[src/rtl/spi_byte_master.sv]
// spi_byte_master: byte-wide SPI mode-0 master fed through a one-byte holding
// register. Bytes are shifted MSB-first. Slave select is held low across
// back-to-back bytes. Each received MISO byte is returned with a valid pulse.
module spi_byte_master #(
  parameter int CLK_DIV  = 4,
  parameter int SS_IDLE  = 8,
  parameter int SS_SETUP = 2
) (
  input  logic       clock,
  input  logic       reset,
  input  logic [7:0] byte_in,
  input  logic       wren,
  output logic       di_req,
  output logic       write_ack,
  output logic       spi_sclk,
  output logic       spi_mosi,
  input  logic       spi_miso,
  output logic       spi_ss_n,
  output logic [7:0] rx_byte,
  output logic       rx_valid,
  output logic       busy
);

  localparam int DIV_W  = $clog2(CLK_DIV);
  localparam int IDLE_W = $clog2(SS_IDLE + 1);
  localparam int SET_W  = $clog2(SS_SETUP + 1);
  localparam logic [DIV_W-1:0]  DIV_LAST   = DIV_W'(CLK_DIV - 1);
  localparam logic [IDLE_W-1:0] IDLE_LAST  = IDLE_W'(SS_IDLE - 1);
  localparam logic [SET_W-1:0]  SET_LAST   = SET_W'(SS_SETUP - 1);
  // Three cycles of guard keep a wren still held from the previous byte
  // from being taken a second time, even when the holding register drains
  // two cycles after the accept.
  localparam logic [1:0]        GUARD_INIT = 2'd3;

  typedef enum logic [1:0] {IDLE, SETUP, SHIFT, GAP} state_t;

  state_t             state_q, state_d;
  logic [7:0]         hold_q, hold_d;
  logic               hold_full_q, hold_full_d;
  logic [1:0]         guard_q, guard_d;
  logic               write_ack_q, write_ack_d;
  logic [7:0]         tx_sh_q, tx_sh_d;
  logic [7:0]         rx_sh_q, rx_sh_d;
  logic [DIV_W-1:0]   div_cnt_q, div_cnt_d;
  logic [2:0]         bit_cnt_q, bit_cnt_d;
  logic [SET_W-1:0]   set_cnt_q, set_cnt_d;
  logic [IDLE_W-1:0]  idle_cnt_q, idle_cnt_d;
  logic               sclk_q, sclk_d;
  logic               mosi_q, mosi_d;
  logic               ss_n_q, ss_n_d;
  logic [7:0]         rx_byte_q, rx_byte_d;
  logic               rx_valid_q, rx_valid_d;
  logic               miso_s1_q, miso_s1_d;
  logic               miso_s2_q, miso_s2_d;
  logic               accept;
  logic               first_load;

  assign di_req    = !hold_full_q && (guard_q == 2'd0);
  assign accept    = wren && di_req;
  assign write_ack = write_ack_q;
  assign spi_sclk  = sclk_q;
  assign spi_mosi  = mosi_q;
  assign spi_ss_n  = ss_n_q;
  assign rx_byte   = rx_byte_q;
  assign rx_valid  = rx_valid_q;
  assign busy      = !ss_n_q || hold_full_q;

  // Next-state, SCLK/MOSI generation, holding-register handshake
  always_comb begin
    state_d     = state_q;
    hold_d      = hold_q;
    hold_full_d = hold_full_q;
    guard_d     = (guard_q != 2'd0) ? guard_q - 2'd1 : 2'd0;
    write_ack_d = 1'b0;
    tx_sh_d     = tx_sh_q;
    rx_sh_d     = rx_sh_q;
    div_cnt_d   = div_cnt_q;
    bit_cnt_d   = bit_cnt_q;
    set_cnt_d   = set_cnt_q;
    idle_cnt_d  = idle_cnt_q;
    sclk_d      = sclk_q;
    mosi_d      = mosi_q;
    ss_n_d      = ss_n_q;
    rx_byte_d   = rx_byte_q;
    rx_valid_d  = 1'b0;
    miso_s1_d   = spi_miso;
    miso_s2_d   = miso_s1_q;
    first_load  = 1'b0;

    case (state_q)
      IDLE: begin
        if (hold_full_q) begin
          ss_n_d = 1'b0;
          if (SS_SETUP == 1) begin
            first_load = 1'b1;
          end else begin
            state_d   = SETUP;
            set_cnt_d = SET_W'(1);
          end
        end
      end
      SETUP: begin
        if (set_cnt_q >= SET_LAST) begin
          first_load = 1'b1;
        end else begin
          set_cnt_d = set_cnt_q + SET_W'(1);
        end
      end
      SHIFT: begin
        if (!sclk_q) begin
          if (div_cnt_q == DIV_LAST) begin
            sclk_d    = 1'b1;
            div_cnt_d = '0;
            rx_sh_d   = {rx_sh_q[6:0], miso_s2_q};
          end else begin
            div_cnt_d = div_cnt_q + DIV_W'(1);
          end
        end else begin
          if (div_cnt_q == DIV_LAST) begin
            sclk_d    = 1'b0;
            div_cnt_d = '0;
            if (bit_cnt_q == 3'd7) begin
              rx_byte_d  = rx_sh_q;
              rx_valid_d = 1'b1;
              bit_cnt_d  = 3'd0;
              if (hold_full_q) begin
                // Reload straight from the holding register: the full low
                // phase that follows keeps the bytes contiguous.
                tx_sh_d     = hold_q;
                mosi_d      = hold_q[7];
                hold_full_d = 1'b0;
              end else begin
                state_d    = GAP;
                idle_cnt_d = '0;
                mosi_d     = 1'b0;
              end
            end else begin
              bit_cnt_d = bit_cnt_q + 3'd1;
              tx_sh_d   = {tx_sh_q[6:0], 1'b0};
              mosi_d    = tx_sh_q[6];
            end
          end else begin
            div_cnt_d = div_cnt_q + DIV_W'(1);
          end
        end
      end
      GAP: begin
        if (hold_full_q) begin
          // Slave is still selected, so the setup wait is skipped.
          state_d   = SETUP;
          set_cnt_d = SET_LAST;
        end else if (idle_cnt_q == IDLE_LAST) begin
          ss_n_d  = 1'b1;
          state_d = IDLE;
        end else begin
          idle_cnt_d = idle_cnt_q + IDLE_W'(1);
        end
      end
      default: state_d = IDLE;
    endcase

    // First byte of a burst: the first SCLK rise follows one cycle later.
    if (first_load) begin
      state_d     = SHIFT;
      tx_sh_d     = hold_q;
      mosi_d      = hold_q[7];
      hold_full_d = 1'b0;
      sclk_d      = 1'b0;
      bit_cnt_d   = 3'd0;
      div_cnt_d   = DIV_LAST;
    end

    // Accept last: a shifter load in the same cycle has already taken the
    // old holding value.
    if (accept) begin
      hold_d      = byte_in;
      hold_full_d = 1'b1;
      write_ack_d = 1'b1;
      guard_d     = GUARD_INIT;
    end
  end

  // State and datapath registers; reset aborts any transfer immediately
  always_ff @(posedge clock or posedge reset) begin
    if (reset) begin
      state_q     <= IDLE;
      hold_q      <= 8'h00;
      hold_full_q <= 1'b0;
      guard_q     <= 2'd0;
      write_ack_q <= 1'b0;
      tx_sh_q     <= 8'h00;
      rx_sh_q     <= 8'h00;
      div_cnt_q   <= '0;
      bit_cnt_q   <= 3'd0;
      set_cnt_q   <= '0;
      idle_cnt_q  <= '0;
      sclk_q      <= 1'b0;
      mosi_q      <= 1'b0;
      ss_n_q      <= 1'b1;
      rx_byte_q   <= 8'h00;
      rx_valid_q  <= 1'b0;
      miso_s1_q   <= 1'b0;
      miso_s2_q   <= 1'b0;
    end else begin
      state_q     <= state_d;
      hold_q      <= hold_d;
      hold_full_q <= hold_full_d;
      guard_q     <= guard_d;
      write_ack_q <= write_ack_d;
      tx_sh_q     <= tx_sh_d;
      rx_sh_q     <= rx_sh_d;
      div_cnt_q   <= div_cnt_d;
      bit_cnt_q   <= bit_cnt_d;
      set_cnt_q   <= set_cnt_d;
      idle_cnt_q  <= idle_cnt_d;
      sclk_q      <= sclk_d;
      mosi_q      <= mosi_d;
      ss_n_q      <= ss_n_d;
      rx_byte_q   <= rx_byte_d;
      rx_valid_q  <= rx_valid_d;
      miso_s1_q   <= miso_s1_d;
      miso_s2_q   <= miso_s2_d;
    end
  end

endmodule

[config.mk]
export PLATFORM = sky130hd
export DESIGN_NAME = spi_byte_master
export DESIGN_NICKNAME = d
export VERILOG_FILES = /design/src/rtl/spi_byte_master.sv
export SDC_FILE = /design/constraint.sdc
export NUM_CORES = 1
export LEC_CHECK = 0
export CAP_MARGIN = 20
export CORE_AREA = 2 2 70 72
export CTS_CLUSTER_DIAMETER = 100
export DETAILED_ROUTE_END_ITERATION = 16
export DIE_AREA = 0 0 72 74
export PLACE_DENSITY = 0.76
export SETUP_SLACK_MARGIN = 0.3
export SYNTH_ARGS = -nofsm -noshare
export SYNTH_HDL_FRONTEND = slang
export SYNTH_SLANG_ARGS = --single-unit
[constraint.sdc]
create_clock -name clock -period 2.3 [get_ports clock]
set_clock_uncertainty 0.05 [all_clocks]
set_input_delay 0.23 -clock clock [delete_from_list [all_inputs] [get_ports clock]]
set_output_delay 0.23 -clock clock [all_outputs]
set_load 0.02 [all_outputs]
After elaboration in Yosys (flattened, before gate mapping):

Index checks and enable logic that the tools add are counted.

* register bits: 54
* bits of input ports: 12
* output and inout bits: 15
* logic and storage cells: 139

* add/sub/neg operators: 5
* magnitude comparators: 1
* equality and inequality tests: 23
* multiplexer cells: 62
* bitwise logic cells: 1
* reductions and logical operators: 29

Operator list (count)
* $mux W7: 6
* $mux W2: 14
* $mux W1: 27
* $mux W4: 6
* $ne A2 B2 Y1 const B: 9
* $ne A3 B3 Y1 const B: 6
* $reduce_and A4 Y1: 4
* $mux W3: 5
* $reduce_and A7 Y1: 2
* $reduce_bool A2 Y1: 7
* $reduce_bool A3 Y1: 4
* $reduce_and A3 Y1: 3
* $pmux W4 S2: 1
* $eq A2 B2 Y1 const B: 3
* $pmux W2 S3: 1
* $add A2 B1 Y2 const B: 2
* $add A4 B1 Y4 const B: 1
* $eq A4 B3 Y1 const B: 1
* $logic_not A2 Y1: 2
* $ne A4 B4 Y1 const B: 1
* $pmux W2 S2: 1
* $reduce_bool A4 Y1: 1
* $add A3 B1 Y3 const B: 1
* $eq A3 B3 Y1 const B: 1
* 10 further kinds: 12

Longest topological paths before layout:

Gate-level depths: netlist (run 1).

* word-level depth: 7
* mapped depth: 7
* mapped depth without buffers: 6

Worst setup path after synthesis (run 1):

Ideal clock, no wire load.

* path kind: reg2reg
* start point: register hold_full_q
* end point: register hold_q[1]
* library setup time: 0.125 ns
* arrival: 1.689 ns
* required time: 2.125 ns
* setup slack: 0.437 ns
* stages on the path, launching flop included: 5
* buffers on the path: 1
* period minus slack after synthesis: 1.863 ns
* cells stage by stage: dfrtp_1 -> nor3_1 -> and2_1 -> buf_4 -> mux2_2

* word-level cells in the longest chain between the ends: 3

Ends and longest elaborated chain
* from (decl): RTL line 39 `logic hold_full_q, hold_full_d;`
* from (signal assigned): RTL line 207 `hold_full_q <= hold_full_d;`
* $logic_not A1 Y1: RTL line 58 `assign di_req = !hold_full_q && (guard_q == 2'd0);`
* $logic_and A1 B1 Y1: RTL line 58
* via di_req: RTL line 13 `output logic di_req,`
* $logic_and A1 B1 Y1: RTL line 59 `assign accept = wren && di_req;`
* via accept: RTL line 55 `logic accept;`
* to (signal assigned): RTL line 206 `hold_q <= hold_d;`
* to (decl): RTL line 38 `logic [7:0] hold_q, hold_d;`

The timed path passes the listed nets, and every way through them passes these cells.
A chain may end at the register's enable or synchronous reset.

Worst setup path in the final report (run 1):

* start point: register bit_cnt_q[0]
* end point: register idle_cnt_q[3]

* word-level cells in the longest chain between the ends: 3

Ends and longest elaborated chain
* from (decl): RTL line 45 `logic [2:0] bit_cnt_q, bit_cnt_d;`
* from (signal assigned): RTL line 213 `bit_cnt_q <= bit_cnt_d;`
* $eq A3 B3 Y1: RTL line 122 `if (bit_cnt_q == 3'd7) begin`
* $ne A2 B2 Y1 (no line)
* $reduce_and A7 Y1 (no line)
* to (signal assigned): RTL line 215 `idle_cnt_q <= idle_cnt_d;`
* to (decl): RTL line 47 `logic [IDLE_W-1:0] idle_cnt_q, idle_cnt_d;`

Every way passes these cells.

==> metrics.txt, run 1 <==
Yosys reg bits=54; Seq/Total Area, Yosys=0.5624; post-synthesis cell area=2405 um2; Sw Ratio=0.2347; Worst EP arrival=2.01 ns; Ys Warns=0; Final ANT Viol Nets=0; # diodes=0; met1 global-route usage=0.2084; total net switching power=429.5 uW; TritonCTS clock tree=yes; Max Freq=0.5394 GHz; Worst Setup End Kind=register; crit path time final=1.854 ns; Clk pwr share=0.301; die width=72 um; worst reg2reg setup slack=0.45 ns; commonest non-fill, non-tap cell in the layout=dfrtp_1; drt first pass iters=4; TritonCTS Buffers=5; Final setup viols=0; # H-tree levels=2; Routed WL=3832 um; crit path kind=reg2reg; Post-synth EDFFs=0; crit-path leading delay family=compound AO/OA/AOI/OAI gates; IO Port Bufs=26; Die ar.=5328 um2; met2 Track Usage GR=0.2449; Post-CTS Resized=1; Vias=1588; Top Usage Layer GRT=met2; clock tree buffer depth=2; critical path depth=6; CP Buf/Inv Count=0; crit path max fanout=7; Post-CTS Setup Bufs=0; relative slew slack=0.6702; worst-margin pin slew=0.4940 ns; Critical R2R Launch=bit_cnt_q[0]; final setup margin=0.4461 ns; Syn Nets=225; DR iter-0 viols=65; Mean Syn Cell Area=11.90 um2; period utilization=0.8061; first-pass GRT wire length=6423 um; Synth cell types=38; number of hold buffers added after CTS=0; Root Driver=clkbuf_8; IO Pins=27; Crit path largest cell delay=0.40 ns; CP Launch Point=bit_cnt_q[0]; fin nets=254; commonest non-fill, non-tap cells in the layout=dfrtp_1 (53), clkdlybuf4s50_1 (26), mux2_2 (24); Comb pwr share=0.104; CTS clk-pin slew, worst paths=0.09 ns; Worst R2R End=idle_cnt_q[3]; dpl hpwl=2696 um; Leak Pwr=1.354 nW; fraction of registers with async set or reset after synthesis=1.000; status=finished clean; R2R depth=6; fraction of layout cells with a size suffix above 1=0.1810; vias per cell=5.552; final setup TNS=0 ns; fin. max-slew vios=0; startpoint type of the worst setup path=register; initial core utilization=0.5230; Placement Rows=25; Min-Delay Path Class=in2async; die height=74 um; pin count of the biggest net entering global routing=32; CP max-delay cell=dfrtp_1; DRC errors left=0; worst skew pair latency=0.31 ns; grt ovf=0; DR WL/cell=13.40 um; Final Wtd Congestion=0.6774; critical-path cell list=ha_1 > ha_1 > and4_4 > o21ba_1 > a22o_1 > a22o_1; Layout area overhead=17.79%; CP Data Required Time=2.46 ns; cell count after synthesis=202; All-Layer GR Usage=0.1576; pwr dens=646.0 nW/um2; Fin. Hold Viols=0; Core Region=4598 um2; Int Power=1.400 mW; max-cap viol count=0; via count of the first global-routing pass=1440; top_reg_cell synth=dfrtp_1; initial antenna violation count=0; worst vdd ir=0.4721 mV; setup slack at placement=0.2591 ns; RSZ-0062 raised after global routing=no; Seq pwr share=0.595; clock sinks=54; M3 GR Usage=0.05556
power groups by stage:
stage,Combinational (mW),Sequential [mW],Clock [mW]
2_1_floorplan,0.134,1.10,0
3_3_place_gp,0.187,1.11,0
3_5_place_dp,0.193,1.11,0
4_1_cts,0.193,1.09,0.577
5_1_grt,0.213,1.10,0.609
6_report,0.190,1.09,0.552
sequential cells by signal, indices dropped and copies added (netlist names):
name / count
write_ack: 1
rx_valid: 1
state_q: 2
tx_sh_q: 7
spi_sclk: 1
rx_sh_q: 8
set_cnt_q: 2
idle_cnt_q: 4
miso_s2_q: 1
miso_s1_q: 1
bit_cnt_q: 3
hold_full_q: 1
guard_q: 2
hold_q: 8
rx_byte: 8
div_cnt_q: 2
spi_mosi: 1
spi_ss_n: 1
stage by stage:
step	util	power, mW	cells	instance area [um2]	hold WS (ns)
2_1_floorplan	-	1.231	202	2405	0.2114
3_3_place_gp	0.5927	1.295	278	2725	0.2864
3_5_place_dp	0.5927	1.302	278	2725	0.2881
4_1_cts	0.6147	1.861	286	2826	0.2127
5_1_grt	0.6161	1.925	286	2833	0.2612
6_report	0.6161	1.830	286	2833	0.2002
synthesized netlist by cell type, types with 3 or more instances:
master	count	area, um2
nand3_1	8	40.04
ha_1	11	137.6
a21oi_1	14	70.07
o21ai_0	4	20.02
nor2b_1	3	18.77
nor3_1	3	15.01
nor2_1	17	63.81
mux2_2	24	270.3
nand2_1	11	41.29
clkbuf_1	3	11.26
o22ai_1	7	43.79
dfrtp_1	53	1326
inv_1	8	30.03
mux2i_1	4	40.04
nand4b_1	3	26.28
worst reg2reg max path: stages (launching register included):
cell     delay (ns)
dfrtp_1        0.40
ha_1           0.20
ha_1           0.26
and4_4         0.26
o21ba_1        0.24
a22o_1         0.19
a22o_1         0.17
worst max path at each step:
| stage | to | slack [ns] |
|---|---|---|
| after floorplan | hold_q[1] | 0.44 |
| after global placement | tx_sh_q[6] | 0.37 |
| after detailed placement | tx_sh_q[3] | 0.26 |
| after CTS | rx_byte[4] | 0.32 |
| after global routing | tx_sh_q[1] | 0.32 |
| final | idle_cnt_q[3] | 0.45 |
layout make-up:
class	instances	area, um2
inverters	8	30.03
repair buffers	29	295.3
fillers	383	1765
multi-input cells	133	988.4
clock buffers	6	82.58
flip-flops and latches	54	1353
clock inverters	2	16.27
well taps	54	67.56
routing by layer:
metal  vias up  routed length [um]
li1        779                   -
met1       776                1833
met2        28                1778
met3         5                 165
met4         0                  55
met5         -                   0
kinds of logic (layout without fill, tap and decap cells):
kind of cell / count (synthesis) / count (layout) / synth area share
and+or+nand+nor: 56 / 56 / 0.1197
DFF: 54 / 54 / 0.5624
AOI/OAI and AO/OA: 38 / 38 / 0.1015
muxes: 28 / 28 / 0.1290
buffers and inverters: 15 / 45 / 0.03017
adders and majority gates: 11 / 11 / 0.05723
(Power assumes the default switching activity.)
==> run 2, diff against run 1 <==
--- a/config.mk
+++ b/config.mk
@@ -6,11 +6,11 @@
 export NUM_CORES = 1
 export LEC_CHECK = 0
 export CAP_MARGIN = 20
-export CORE_AREA = 2 2 70 72
+export CORE_AREA = 2 2 73 75
 export CTS_CLUSTER_DIAMETER = 100
 export DETAILED_ROUTE_END_ITERATION = 16
-export DIE_AREA = 0 0 72 74
-export PLACE_DENSITY = 0.76
+export DIE_AREA = 0 0 75 77
+export PLACE_DENSITY = 0.73
 export SETUP_SLACK_MARGIN = 0.3
 export SYNTH_ARGS = -nofsm -noshare
 export SYNTH_HDL_FRONTEND = slang
==> constraint.sdc (replaced) <==
create_clock -name clock -period 1.5 [get_ports clock]
set_clock_uncertainty 0.05 [all_clocks]
set_input_delay 0.15 -clock clock [delete_from_list [all_inputs] [get_ports clock]]
set_output_delay 0.15 -clock clock [all_outputs]
set_load 0.02 [all_outputs]
==> metrics.txt, run 2 (synthesis results as in run 1) <==
CP Buf/Inv Count=0 (unchanged); grt ovf=0 (unchanged); DRC errors left=0 (unchanged); crit path max fanout=5 (-2); clock sinks=54 (unchanged); minimum hold slack=0.1166 ns (-0.08361 ns); Placement Rows=26 (+4.0%); Clk pwr share=0.328 (+0.027); All-Layer GR Usage=0.2069 (+0.04934); crit path kind=reg2reg; Routed WL=5701 um (+49%); Worst Setup End Kind=register; Final setup viols=29 (+29); clock tree buffer depth=2 (unchanged); IO Pins=27 (unchanged); dpl cell area=3139 um2 (+15%); die width=75 um (+4.2%); TritonCTS clock tree=yes; Vias=1854 (+17%); Final ANT Viol Nets=0 (unchanged); commonest non-fill, non-tap cell in the layout=dfrtp_1; # H-tree levels=2 (unchanged); drt first pass iters=4 (unchanged); period utilization=1.091 (+0.2851); vias per cell=5.252 (-5.4%); Final Cell Area=3665 um2 (+29%); Sw Ratio=0.2374 (+0.002700); Final Wtd Congestion=0.7804 (+15%); pwr dens=871.3 nW/um2 (+35%); startpoint type of the worst setup path=register; most frequent CP cell=a22o_1; commonest non-fill, non-tap cells in the layout=dfrtp_1 (50), buf_4 (36), mux2_4 (24); worst skew pair latency=0.31 ns (about the same); initial core utilization=0.4832 (-0.03984); # diodes=0 (unchanged); critical-path cell list=ha_2 > ha_4 > and4_4 > o21ba_4 > a22o_1 > a22o_1; first-pass GRT wire length=8907 um (+39%); total net switching power=758.1 uW (+77%); worst-margin pin slew=0.3948 ns (-0.09920 ns); IO Port Bufs=26 (unchanged); pin count of the biggest net entering global routing=26 (-19%); Comb pwr share=0.138 (+0.034); area of the multi-input gates=1363 um2 (+38%); dpl hpwl=3263 um (+21%); status=finished, violations left; fin nets=305 (+20%); Die ar.=5775 um2 (+8.4%); Worst EP arrival=1.79 ns (-0.22 ns); CP Data Required Time=1.65 ns (-0.81 ns); failing checks=negative setup slack; TritonCTS Buffers=5 (unchanged); initial antenna violation count=0 (unchanged); fin. max-slew vios=0 (unchanged); crit path time final=1.637 ns (-0.2173 ns); CP max-delay cell=dfrtp_1; Int Power=2.435 mW (+74%); Max Freq=0.6110 GHz (+13%); Root Driver=clkbuf_8; number of hold buffers added after CTS=0 (unchanged); Util after Layout=0.7363 (+0.1202); Layout area overhead=52.39%; worst vdd ir=0.6311 mV (+34%); final setup TNS=-1.676 ns (-1.676 ns); Core Region=4977 um2 (+8.2%); Crit path largest cell delay=0.41 ns (about the same); RSZ-0062 raised after global routing=yes; max-cap viol count=0 (unchanged); relative slew slack=0.7362 (+0.06606); DR iter-0 viols=107 (+65%); Min-Delay Path Class=in2async; Leak Pwr=1.762 nW (+30%); Seq pwr share=0.534 (-0.061); DR WL/cell=16.15 um (+21%); fraction of layout cells with a size suffix above 1=0.5018 (+0.3207); final setup margin=-0.1367 ns (-0.5827 ns); filler instances=312 (-19%); die height=77 um (+4.1%); CTS clk-pin slew, worst paths=0.10 ns (about the same); crit-path leading delay family=compound AO/OA/AOI/OAI gates; FF+latch area=1356 um2 (+0.28%); Fin. Hold Viols=0 (unchanged); via count of the first global-routing pass=1851 (+29%)
run 2: cell types whose count changed in the layout (fill, tap and decap cells not counted), sizes merged:
cell | previous run | this run
buf | 3 | 58
clkdlybuf4s50 | 26 | 11
clkdlybuf4s15 | 0 | 2
and2 | 1 | 2
bufinv | 0 | 1
clkbuf | 6 | 14
inv | 9 | 8
run 2: per-layer routing:
| layer | track usage | wire length, um | vias to the layer above |
|---|---|---|---|
| li1 | - | - | 881 |
| met1 | 0.2720 | 2431 | 932 |
| met2 | 0.3386 | 3022 | 33 |
| met3 | 0.04336 | 165 | 8 |
| met4 | 0.06429 | 81 | 0 |
| met5 | 0 | 0 | - |
run 2: worst paths after layout:
path                       slack, ns    startpoint  cells after the start             to
min reg2reg                     0.32     miso_s1_q                      0      miso_s2_q
max in group asynchronous       0.83         reset                      3    hold_full_q
max reg2reg                    -0.14  bit_cnt_q[1]                      6  idle_cnt_q[3]
max                            -0.14  bit_cnt_q[1]                      6  idle_cnt_q[3]
min                             0.12         reset                      2   set_cnt_q[1]
min in group clock              0.22      spi_miso                      1      miso_s1_q
run 2: through the flow:
stage | setup slack (ns) | std cells | power [mW]
floorplan | -0.2135 | 202 | 1.977
global placement | -0.1056 | 321 | 2.094
detailed placement | -0.1373 | 321 | 2.112
CTS | -0.1198 | 346 | 3.206
global route | -0.1745 | 353 | 3.317
finish | -0.1367 | 353 | 3.193
run 2: repair_timing:
action | CTS | global route
setup buffers | 16 | 7
pin swaps | 16 | 17
setup endpoints to repair | 64 | 66
cloned | 1 | 0
gates resized for setup | 100 | 21
run 2: area by class of cell:
cell class,instances,share of cell area
Timing Repair Buffer,79,0.1919
Inverter,8,0.009218
Sequential cell,54,0.3701
Multi-Input combinational cell,134,0.3718
Clock inverter,2,0.01058
Tap cell,70,0.02390
Clock buffer,6,0.02253
run 2: power by group through the flow:
stage	logic (mW)	clock network [mW]	registers, mW
6_report	0.441	1.05	1.71
5_1_grt	0.472	1.13	1.72
4_1_cts	0.443	1.06	1.70
3_5_place_dp	0.386	0	1.73
3_3_place_gp	0.373	0	1.72
2_1_floorplan	0.281	0	1.70
==> run 3, diff against run 2 <==
--- a/config.mk
+++ b/config.mk
@@ -5,7 +5,7 @@
 export SDC_FILE = /design/constraint.sdc
 export NUM_CORES = 1
 export LEC_CHECK = 0
-export CAP_MARGIN = 20
+export CAP_MARGIN = 10
 export CORE_AREA = 2 2 73 75
 export CTS_CLUSTER_DIAMETER = 100
 export DETAILED_ROUTE_END_ITERATION = 16
==> results of run 3 <==
Final layout, timing and power as in run 2 (identical DEF).
